[config.mk]
export PLATFORM = sky130hd
export DESIGN_NAME = sdf_r2_stage
export DESIGN_NICKNAME = d
export VERILOG_FILES = /design/src/rtl/sdf_pkg.sv /design/src/rtl/sdf_delay_mem.sv /design/src/rtl/sdf_r2_stage.sv
export SDC_FILE = /design/constraint.sdc
export NUM_CORES = 1
export LEC_CHECK = 0
export BUFFER_PORTS_ARGS = -buffer_cell sky130_fd_sc_hd__buf_2
export CORE_MARGIN = 4
export CORE_UTILIZATION = 25
export DETAILED_ROUTE_END_ITERATION = 7
export PLACE_DENSITY_LB_ADDON = 0.15
export SYNTH_ARGS = -nofsm -noshare
export SYNTH_HDL_FRONTEND = slang
export SYNTH_SLANG_ARGS = --single-unit
[constraint.sdc]
create_clock -name clk -period 3.9 [get_ports clk]
set_input_delay 0.195 -clock clk [delete_from_list [all_inputs] [get_ports clk]]
set_output_delay 0.195 -clock clk [all_outputs]
set_load 0.005 [all_outputs]
[src/rtl/sdf_pkg.sv]
// sdf_pkg: shared sizing and scaling helpers for the R2SDF butterfly stage.
// Provides the default feedback depth, the output-width rule and the
// optional divide-by-two scaling applied to butterfly results.
package sdf_pkg;
    localparam int DEF_LOG2_DELAY = 2;
    function automatic int delay_of(input int log2_delay);
        return 1 << log2_delay;
    endfunction
    // Full growth keeps one extra bit; scaled output stays at input width.
    function automatic int ow_of(input int width, input int scale);
        return (scale != 0) ? width : width + 1;
    endfunction
    // Operates on a sign-extended 32-bit copy so any stage width can share it;
    // >>> gives floor division for negative values.
    function automatic logic signed [31:0] scale_val(input logic signed [31:0] v, input logic scale);
        return scale ? v >>> 1 : v;
    endfunction
endpackage

[src/rtl/sdf_delay_mem.sv]
// sdf_delay_mem: feedback delay line, combinational read / synchronous write.
// Ports: clk clock; we write enable; addr shared read/write address;
//        wd write data; rd read data (old contents on a same-cycle write).
module sdf_delay_mem #(
    parameter int DEPTH_LOG2 = 2,
    parameter int DW = 9
) (
    input  logic                  clk,
    input  logic                  we,
    input  logic [DEPTH_LOG2-1:0] addr,
    input  logic [DW-1:0]         wd,
    output logic [DW-1:0]         rd
);
    logic [DW-1:0] mem [0:(1<<DEPTH_LOG2)-1];
    assign rd = mem[addr];
    always_ff @(posedge clk) begin
        if (we) mem[addr] <= wd;
    end
endmodule

[src/rtl/sdf_r2_stage.sv]
// sdf_r2_stage: radix-2 single-path delay-feedback FFT butterfly stage.
// Ports: clk clock; rst async active-high reset; in_valid/in_re/in_im input
//        sample; out_valid/out_sof/out_re/out_im registered output sample,
//        out_sof marking the first sum of each frame.
module sdf_r2_stage
    import sdf_pkg::*;
#(
    parameter int WIDTH = 8,
    parameter int LOG2_DELAY = DEF_LOG2_DELAY,
    parameter int SCALE = 0
) (
    input  logic                                 clk,
    input  logic                                 rst,
    input  logic                                 in_valid,
    input  logic signed [WIDTH-1:0]              in_re,
    input  logic signed [WIDTH-1:0]              in_im,
    output logic                                 out_valid,
    output logic                                 out_sof,
    output logic signed [ow_of(WIDTH, SCALE)-1:0] out_re,
    output logic signed [ow_of(WIDTH, SCALE)-1:0] out_im
);
    localparam int D = delay_of(LOG2_DELAY);
    localparam int OW = ow_of(WIDTH, SCALE);
    localparam int IW = WIDTH + 1;
    localparam int CW = LOG2_DELAY + 1;
    localparam logic [CW-1:0] CNT_LAST = CW'(D - 1);
    localparam logic [CW-1:0] CNT_MID = CW'(D);
    logic [CW-1:0] cnt;
    logic primed, phase, qual;
    logic [2*IW-1:0] m_rd;
    logic signed [IW-1:0] x_re, x_im, m_re, m_im, r_re, r_im, w_re, w_im;
    assign phase = cnt[LOG2_DELAY];
    assign x_re = IW'(in_re);
    assign x_im = IW'(in_im);
    assign m_re = m_rd[2*IW-1:IW];
    assign m_im = m_rd[IW-1:0];
    // First half of a frame emits the stored differences of the previous
    // frame; second half emits sums and stores differences in their place.
    assign r_re = phase ? m_re + x_re : m_re;
    assign r_im = phase ? m_im + x_im : m_im;
    assign w_re = phase ? m_re - x_re : x_re;
    assign w_im = phase ? m_im - x_im : x_im;
    // primed is already set by the first cnt>=D input, so it alone gates
    // out the unfilled memory of the first half-frame after reset.
    assign qual = in_valid & primed;
    sdf_delay_mem #(.DEPTH_LOG2(LOG2_DELAY), .DW(2*IW)) u_mem (
        .clk(clk),
        .we(in_valid),
        .addr(cnt[LOG2_DELAY-1:0]),
        .wd({w_re, w_im}),
        .rd(m_rd)
    );
    always_ff @(posedge clk or posedge rst) begin
        if (rst) begin
            cnt <= '0;
            primed <= 1'b0;
            out_valid <= 1'b0;
            out_sof <= 1'b0;
            out_re <= '0;
            out_im <= '0;
        end else begin
            out_valid <= qual;
            out_sof <= qual && cnt == CNT_MID;
            if (in_valid) begin
                cnt <= cnt + CW'(1);
                if (cnt == CNT_LAST) primed <= 1'b1;
            end
            if (qual) begin
                out_re <= OW'(scale_val(32'(r_re), SCALE != 0));
                out_im <= OW'(scale_val(32'(r_im), SCALE != 0));
            end
        end
    end
endmodule

==> results of run 1 <==
[per-stage QoR]
| step | area, um2 | util | hold WS [ns] |
|---|---|---|---|
| 2_1_floorplan | 5370 | - | 0.210 |
| 3_5_place_dp | 5860 | 0.278 | 0.448 |
| 4_1_cts | 6120 | 0.290 | 0.148 |
| 5_1_grt | 6130 | 0.291 | 0.204 |
| 6_report | 6130 | 0.291 | 0.112 |
| 3_3_place_gp | 5860 | 0.278 | 0.442 |
[layer usage]
metal	track usage	part of all wire
met1	0.148	0.47
met2	0.178	0.47
met3	0.0252	0.043
met4	0.0341	0.012
met5	0	0
[worst max-delay path, delay by kind of cell, from the launching register on]
family	cells	cell delay (ns)
AOI/OAI and AO/OA	5	1.42
adders and majority gates	1	0.31
buffers and inverters	1	0.33
DFF	1	0.45
muxes	1	0.63
and+or+nand+nor	1	0.13
[Yosys cell counts, types with 2 or more instances]
library cell,number,area (um2)
dfrtp_1,24,601
ha_1,37,463
a211oi_1,3,22.5
nor3b_1,2,15.0
buf_2,2,10.0
and2_1,4,25.0
and3_1,5,31.3
o41ai_1,2,17.5
a2111o_1,2,22.5
xnor2_1,17,149
mux4_2,18,405
nand2_1,36,135
clkbuf_1,13,48.8
mux2i_1,6,60.1
nand3_1,3,15.0
buf_4,6,45.0
nand4_1,2,12.5
nor2b_1,8,50.1
nand3b_1,3,22.5
a21o_1,3,22.5
edfxtp_1,72,2160
nor3_1,12,60.1
inv_1,42,158
o21a_1,2,15.0
fa_1,4,80.1
nor2_1,24,90.1
a21boi_0,3,22.5
a31oi_1,5,31.3
a21oi_1,24,120
o21ai_1,2,10.0
o21bai_1,4,30.0
o31ai_1,6,45.0
o21ai_0,32,160
nand2b_1,6,37.5
xor2_1,2,17.5
o22ai_1,5,31.3
a211oi_2,2,25.0
[path summary, 6_finish.rpt]
kind                            startpoint         endpoint
worst min-delay path                   rst        out_im[8]
worst max-delay path                cnt[0]  u_mem.mem[1][7]
worst max register to register      cnt[0]  u_mem.mem[1][7]
min in group clk                  in_valid           cnt[2]
worst min register to register      primed           primed
max in group asynchronous              rst        out_re[0]
[cell families (layout without fill, tap and decap cells)]
| logic type | count (synthesis) | in the layout | share of synthesized area |
|---|---|---|---|
| compound gates | 101 | 101 | 0.117 |
| xor+xnor | 19 | 19 | 0.0310 |
| fa+ha+maj | 41 | 41 | 0.101 |
| buf+inv | 65 | 106 | 0.0515 |
| flops | 96 | 96 | 0.514 |
| mux | 24 | 24 | 0.0867 |
| simple gates | 109 | 109 | 0.0981 |
[repair_timing]
action	CTS	global route
endpoints found under the hold margin	0	0
setup endpoints to repair	0	8
gates resized for setup	0	2
[state kept, by name (all words and copies together), names as in the netlist]
signal and count:
out_valid 1, out_im 9, u_mem.mem 72, out_sof 1
cnt 3, primed 1, out_re 9
[where the power goes]
group | internal, mW | total, mW | switching [mW]
Sequential | 1.74 | 1.85 | 0.110
Combinational | 1.35 | 3.41 | 2.06
Clock | 0.428 | 0.780 | 0.352
[cell type report]
type | instances | area share
multi-input combinational | 294 | 0.382
inverter | 42 | 0.0257
clock inverter | 4 | 0.00347
tap | 275 | 0.0561
timing repair buffer | 48 | 0.0433
sequential | 96 | 0.451
clock buffer | 12 | 0.0386
==> metrics.cfg, run 1 <==
[status]
status = complete, no violations

[grt]
grt_use_total = 0.110
grt_max_degree = 39
grt_pass1_wl_mm = 20.3
grt_overflow = 0
antenna_found_initial = 0
grt_pass1_vias = 3513

[sta]
slew_headroom = 0.292
report.final.slew_viol_count = 0
period_minus_slack_ns = 3.50
fin_tns_setup_ns = 0
worst_slew_pin_slew_ns = 1.06
rsz0062_at_grt = false
finalSetupViolCount = 0
hold_viol = 0
max_freq_mhz = 286
worst_slack_ns = 0.403
timing.final.crit_share = 0.897
skew_ns = 0.00717

[cells_and_area]
layout_common_cells = edfxtp_1 (72), inv_1 (42), buf_2 (38)
regArea_um2 = 2760
final_common_cell = edfxtp_1
layoutNonFillerInstCount = 771
fin_nets = 551
multi_input_area_um2 = 2340
diodes = 0
area_growth_pct = 14.1
num-fill-cells = 2170
drive_gt1_frac = 0.173

[clocking]
clockRootBuffer = clkbuf_16
numCtsBuffers = 9
post_cts_buffers = 0
cts_tree = yes
clock_latency_ns = 0.34
clock-sinks = 96
cts_buffer_depth = 2
htreeDepth = 3
holdBufCountCts = 0
path_clk_slew_ns = 0.06

[routing]
drtIter0Drc = 193
finalWirelength_mm = 12.9
firstDrtPassIters = 4
drc = 0
num_vias = 3507
wl_per_cell_um = 16.8
viasPerCell = 4.55
ant_nets = 0

[worst_setup_path]
rr_worst_depth = 9
cp_slowest_cell = mux4_2
crit_required_ns = 4.01
critPathMaxStageDelay_ns = 0.63
rrSetupSlack_ns = 0.40
endpoint_kind = register
critPathMostFrequentCell = a21boi_0
path_cells = buf_4 > mux4_2 > ha_1 > nor2b_1 > o21ai_0 > a21boi_0 > o41ai_1 > a21boi_0 > o31ai_2
worstSetupStartpointType = register
critPathKind = register to register
crit_arrival_ns = 3.60
cp_max_fo = 14

[floorplan]
die_width_um = 155
dieHeight_um = 155
num_rows = 53
dieArea_um2 = 23900
initial_core_util = 0.255
num_io_pins = 39
coreArea_um2 = 21100

[synth]
synth_edf_count = 72
ys.flop_type = edfxtp_1
async_flop_share = 0.250
ys_types = 49
ys_ff_latch = 96
seq_area_frac_synth = 0.514
syn_area_um2 = 5370
synth_nets = 515
postSynthAreaPerCell_um2 = 11.8
syn_inst = 455
ys.warnings.count = 0

[hold_path]
hold_class = primary input to async pin

[power]
powerDensity_nw_per_um2 = 986
p_total_mw = 6.04
ir_drop_mv = 0.241
p_leak_nw = 2.41

[placed_design]
place_ws_ns = 0.296
dpl.hpwl_mm = 9.54
portBuffers = 38
gp_congestion = 0.818
numPlacedInstances = 755

[flow_run]
cap_violations = 0

Power figures use the tool's default switching activity.
==> run 2, diff against run 1 <==
CTS_CLUSTER_SIZE = 30   (was default)
clock period = 3.5 ns   (was 3.9 ns; I/O delays follow)
==> run 2 against run 1 <==
  * Via count increased by 2.1%
  * Register-to-register slack got worse by 0.22 ns
  * Clock power increased by 31%
  * Clock skew increased by 0.0016 ns
  * Combinational power increased by 14%
  * Worst hold slack got worse by 0.014 ns
  * Global-route usage increased by 0.14 points
  * Setup slack got worse by 0.22 ns
  * Fmax increased by 5.6%
  * Cell area increased by 1.7%
  * First-iteration DRC count increased by 44%
  * Sequential cell count unchanged
  * Critical path type unchanged
  * Largest cell class unchanged
==> metrics.cfg, run 2 (same netlist as run 1, synthesis figures left out) <==
[power]
ir_drop_mv = 0.240  ; -0.39%
swShare = 0.405  ; -0.0120
powerDensity_nw_per_um2 = 1120  ; +14%
power_switching_mw = 2.83  ; +12%
combPwrFrac = 0.557  ; -0.007
clkPwrFrac = 0.147  ; +0.018
p_int_mw = 4.16  ; +18%
p_seq_frac = 0.296  ; -0.011
p_leak_nw = 2.46  ; +2.2%

[sta]
fin_tns_setup_ns = 0  ; unchanged
whs_ns = 0.0980  ; -0.0142 ns
max_freq_mhz = 302  ; +5.6%
slew_headroom = 0.287  ; -0.00446
skew_ns = 0.00878  ; +0.00161 ns
hold_viol = 0  ; unchanged
timing.final.crit_share = 0.946  ; +0.0497
worst_slew_pin_slew_ns = 1.07  ; +0.00668 ns
period_minus_slack_ns = 3.31  ; -0.185 ns
finalSetupViolCount = 0  ; unchanged
report.final.slew_viol_count = 0  ; unchanged
rsz0062_at_grt = false

[hold_path]
hold_class = primary input to async pin

[routing]
firstDrtPassIters = 4  ; unchanged
finalWirelength_mm = 13.2  ; +1.9%
ant_nets = 0  ; unchanged
wl_per_cell_um = 17.0  ; +1.3%
drc = 0  ; unchanged
num_vias = 3580  ; +2.1%
drtIter0Drc = 278  ; +44%
viasPerCell = 4.61  ; +1.4%

[clocking]
clock_latency_ns = 0.34  ; about the same
cts-resized-gates = 0  ; unchanged
path_clk_slew_ns = 0.06  ; about the same
numCtsBuffers = 9  ; unchanged
cts_buffer_depth = 2  ; unchanged
holdBufCountCts = 0  ; unchanged
cts_tree = yes
clockRootBuffer = clkbuf_16
htreeDepth = 3  ; unchanged
post_cts_buffers = 0  ; unchanged
clock-sinks = 96  ; unchanged

[grt]
grt_overflow = 0  ; unchanged
grt_pass1_vias = 3605  ; +2.6%
antenna_found_initial = 0  ; unchanged
grt_use_total = 0.112  ; +0.00141
grt_max_degree = 38  ; -2.6%
grt_pass1_wl_mm = 20.8  ; +2.3%

[placed_design]
dpl.hpwl_mm = 9.59  ; +0.48%
gp_congestion = 0.793  ; -3.1%
placed_area_um2 = 5910  ; +0.85%
portBuffers = 38  ; unchanged

[worst_setup_path]
critPathKind = register to register
crit_required_ns = 3.58  ; -0.43 ns
worstSetupStartpointType = register
cp_max_fo = 20  ; +6
crit_arrival_ns = 3.39  ; -0.21 ns
endpoint_kind = register

[cells_and_area]
drive_gt1_frac = 0.184  ; +0.0102
regMostFlops = u_mem.mem
final_common_cell = edfxtp_1
design_area_um2 = 6230  ; +1.7%
fin_nets = 556  ; +0.91%
reg_top3 = u_mem.mem: 72 flops, out_im: 9 flops, out_re: 9 flops
area_growth_pct = 16.1
largest_reg_flops = 72  ; unchanged
layout_common_cells = edfxtp_1 (72), inv_1 (42), buf_2 (38)
diodes = 0  ; unchanged

[floorplan]
num_rows = 53  ; unchanged
dieArea_um2 = 23900  ; unchanged
num_io_pins = 39  ; unchanged
die_width_um = 155  ; unchanged
coreArea_um2 = 21100  ; unchanged
dieHeight_um = 155  ; unchanged
initial_core_util = 0.255  ; unchanged

[status]
status = complete, no violations

[flow_run]
cap_violations = 0  ; unchanged

==> run 2: cell count changes in the layout (fill, tap and decap cells not counted), sizes merged <==
cell / before / now
bufinv: 0 / 2
buf: 48 / 53
clkbuf: 12 / 13
clkinv: 3 / 0
==> run 2: routing by layer <==
| layer | GRT usage | wire length [um] | vias up |
|---|---|---|---|
| met5 | 0 | 0 | - |
| li1 | - | - | 1723 |
| met1 | 0.160 | 6390 | 1780 |
| met2 | 0.177 | 6110 | 67 |
| met3 | 0.0165 | 523 | 10 |
| met4 | 0.0307 | 140 | 0 |
==> run 2: per-stage QoR <==
stage / utilization / instances / power, mW / setup slack, ns
5_1_grt: 0.296 / 776 / 7.56 / 0.00128
6_report: 0.296 / 776 / 7.00 / 0.188
3_3_place_gp: 0.280 / 760 / 6.00 / 0.204
4_1_cts: 0.295 / 776 / 7.07 / 0.131
2_1_floorplan: - / 455 / 4.81 / 0.0605
3_5_place_dp: 0.280 / 760 / 6.02 / 0.176
==> run 2: worst paths after layout <==
kind | slack (ns) | end | cells after the start | start
max in group asynchronous | 2.69 | cnt[0] | 2 | rst
min reg2reg | 0.46 | primed | 1 | primed
min in group clk | 0.19 | cnt[2] | 2 | in_valid
min | 0.1 | out_im[8] | 2 | rst
max | 0.19 | u_mem.mem[0][8] | 9 | cnt[0]
max reg2reg | 0.19 | u_mem.mem[0][8] | 9 | cnt[0]
==> run 2: critical path: stages (launching register included) <==
cell	delay [ns]
dfrtp_2	0.42
buf_12	0.22
mux4_2	0.60
fa_1	0.50
a211oi_2	0.26
o21ai_1	0.15
a2111o_1	0.45
and3_4	0.18
o21ai_2	0.16
xnor2_2	0.10
==> run 2: area by class of cell <==
class / count / area [um2]
repair buffers: 53 / 315
clock buffers: 13 / 240
fillers: 2159 / 14900
well taps: 275 / 344
flip-flops and latches: 96 / 2760
multi-input cells: 294 / 2340
clock inverters: 3 / 67.6
inverters: 42 / 158
==> run 2: power by group through the flow <==
stage	clock network (mW)	registers (mW)	logic, mW
5_1_grt	1.11	2.12	4.34
2_1_floorplan	0	2.07	2.74
4_1_cts	1.05	2.08	3.93
6_report	1.02	2.07	3.90
3_3_place_gp	0	2.08	3.92
3_5_place_dp	0	2.11	3.91
==> run 3, diff against run 2 <==
PLACE_DENSITY_LB_ADDON = 0.12   (was 0.15)
==> run 3 against run 2 <==
  * Sequential power about the same
  * Critical path depth up 2
  * Fmax up 0.45%
  * Largest power group unchanged
==> metrics.cfg, run 3 (same netlist as run 1, synthesis figures left out) <==
[status]
status = complete, no violations

[placed_design]
dpl.hpwl_mm = 9.67  ; +0.86%
gp_congestion = 0.778  ; -1.9%
numPlacedInstances = 764  ; +0.53%
place_ws_ns = 0.174  ; -0.00159 ns
portBuffers = 38  ; unchanged

[grt]
grt_max_degree = 38  ; unchanged
grt_pass1_wl_mm = 20.7  ; -0.50%
grt_pass1_vias = 3559  ; -1.3%
antenna_found_initial = 0  ; unchanged
grt_overflow = 0  ; unchanged
grt_use_total = 0.113  ; +0.00102

[routing]
drc = 0  ; unchanged
num_vias = 3539  ; -1.1%
wl_per_cell_um = 16.8  ; -1.0%
firstDrtPassIters = 4  ; unchanged
drtIter0Drc = 197  ; -29%
finalWirelength_mm = 13.1  ; -0.49%
ant_nets = 0  ; unchanged
viasPerCell = 4.54  ; -1.7%

[cells_and_area]
diodes = 0  ; unchanged
num-fill-cells = 2171  ; +0.56%
area_growth_pct = 16.7
multi_input_area_um2 = 2350  ; +0.21%
layout_common_cells = edfxtp_1 (72), inv_1 (42), buf_2 (38)
reg_top3 = u_mem.mem: 72 flops, out_im: 9 flops, out_re: 9 flops
largest_reg_flops = 72  ; unchanged
fin_nets = 560  ; +0.72%
regMostFlops = u_mem.mem
drive_gt1_frac = 0.196  ; +0.0124
final_common_cell = edfxtp_1
layoutNonFillerInstCount = 780  ; +0.52%
regArea_um2 = 2760  ; unchanged

[sta]
rsz0062_at_grt = false
max_freq_mhz = 303  ; +0.45%
worst_slack_ns = 0.202  ; +0.0148 ns
slew_headroom = 0.258  ; -0.0298
period_minus_slack_ns = 3.30  ; -0.0148 ns
report.final.slew_viol_count = 0  ; unchanged
worst_slew_pin_slew_ns = 1.11  ; +0.0447 ns
skew_ns = 0.00742  ; -0.00136 ns
fin_tns_setup_ns = 0  ; unchanged
finalSetupViolCount = 0  ; unchanged
hold_viol = 0  ; unchanged
timing.final.crit_share = 0.942  ; -0.00422

[power]
powerDensity_nw_per_um2 = 1120  ; -0.31%
p_leak_nw = 2.49  ; +1.1%
ir_drop_mv = 0.235  ; -2.1%

[worst_setup_path]
worstSetupStartpointType = register
critical_path_buf_inv_count = 2  ; +1
critPathMaxStageDelay_ns = 0.55  ; -0.05 ns
endpoint_kind = register
cp_top_family = compound AO/OA/AOI/OAI gates
crit_required_ns = 3.64  ; +0.06 ns
critPathKind = register to register
path_cells = mux4_2 > inv_1 > ha_1 > inv_1 > fa_1 > a211oi_2 > o21ai_1 > a2111o_1 > a21oi_1 > o21ai_2 > xnor2_1
critPathMostFrequentCell = inv_1
crit_arrival_ns = 3.44  ; +0.05 ns
cp_max_fo = 5  ; -75%
cp_slowest_cell = mux4_2

[clocking]
clockRootBuffer = clkbuf_16
cts_buffer_depth = 2  ; unchanged
cts_tree = yes
clock-sinks = 96  ; unchanged
numCtsBuffers = 9  ; unchanged
htreeDepth = 3  ; unchanged
clock_latency_ns = 0.34  ; about the same
holdBufCountCts = 0  ; unchanged
path_clk_slew_ns = 0.06  ; about the same

[floorplan]
num_rows = 53  ; unchanged
dieHeight_um = 155  ; unchanged
die_width_um = 155  ; unchanged
num_io_pins = 39  ; unchanged
dieArea_um2 = 23900  ; unchanged
coreArea_um2 = 21100  ; unchanged
initial_core_util = 0.255  ; unchanged

[hold_path]
hold_class = primary input to async pin

[flow_run]
cap_violations = 0  ; unchanged

run 3: worst register-to-register path: cells and delay by family (launching register included):
kind / cells / cell delay, ns
AO/OA/AOI/OAI: 5 / 1.10
XOR/XNOR: 1 / 0.28
adder cells (fa/ha/maj): 2 / 0.60
buffers and inverters: 2 / 0.14
flip-flops: 1 / 0.44
multiplexers: 1 / 0.55
run 3: final cells by class:
class | instances | share of cell area
clock buffers | 14 | 0.0455
inverters | 42 | 0.0252
flip-flops and latches | 96 | 0.441
multi-input cells | 294 | 0.375
well taps | 275 | 0.0549
clock inverters | 2 | 0.00559
repair buffers | 57 | 0.0531
run 3: worst paths after layout:
check | start | endpoint | slack, ns | depth (start not counted)
worst max-delay path | cnt[0] | u_mem.mem[3][8] | 0.20 | 11
worst min-delay path | rst | out_re[5] | 0.11 | 2
worst max register to register | cnt[0] | u_mem.mem[3][8] | 0.20 | 11
worst min register to register | primed | primed | 0.46 | 1
max in group asynchronous | rst | cnt[0] | 2.64 | 2
min in group clk | in_valid | cnt[2] | 0.18 | 2
run 3: what timing repair did:
| action | in CTS | in global routing |
|---|---|---|
| gates resized for setup | 0 | 4 |
| endpoints found under the setup margin | 0 | 20 |
| endpoints found under the hold margin | 0 | 0 |
| buffers inserted | 0 | 0 |
run 3: routing by layer:
metal | share of wire | routed length, um | global-route usage | up-vias
met2 | 0.48 | 6320 | 0.183 | 71
li1 | - | - | - | 1728
met3 | 0.040 | 521 | 0.0271 | 11
met5 | 0 | 0 | 0 | -
met1 | 0.47 | 6120 | 0.154 | 1729
met4 | 0.011 | 144 | 0.0240 | 0
run 3: stage by stage:
step | hold WS, ns | util | power (mW) | area [um2]
CTS | 0.161 | 0.296 | 7.11 | 6250
global route | 0.214 | 0.297 | 7.62 | 6270
detailed placement | 0.452 | 0.281 | 6.04 | 5930
global placement | 0.442 | 0.281 | 6.02 | 5930
floorplan | 0.190 | - | 4.81 | 5370
finish | 0.108 | 0.297 | 7.01 | 6270
run 3: report_power, final:
group	leakage (nW)	internal, mW	switching, mW
Combinational	1.38	1.61	2.29
Clock	0.158	0.635	0.394
Sequential	0.944	1.94	0.139
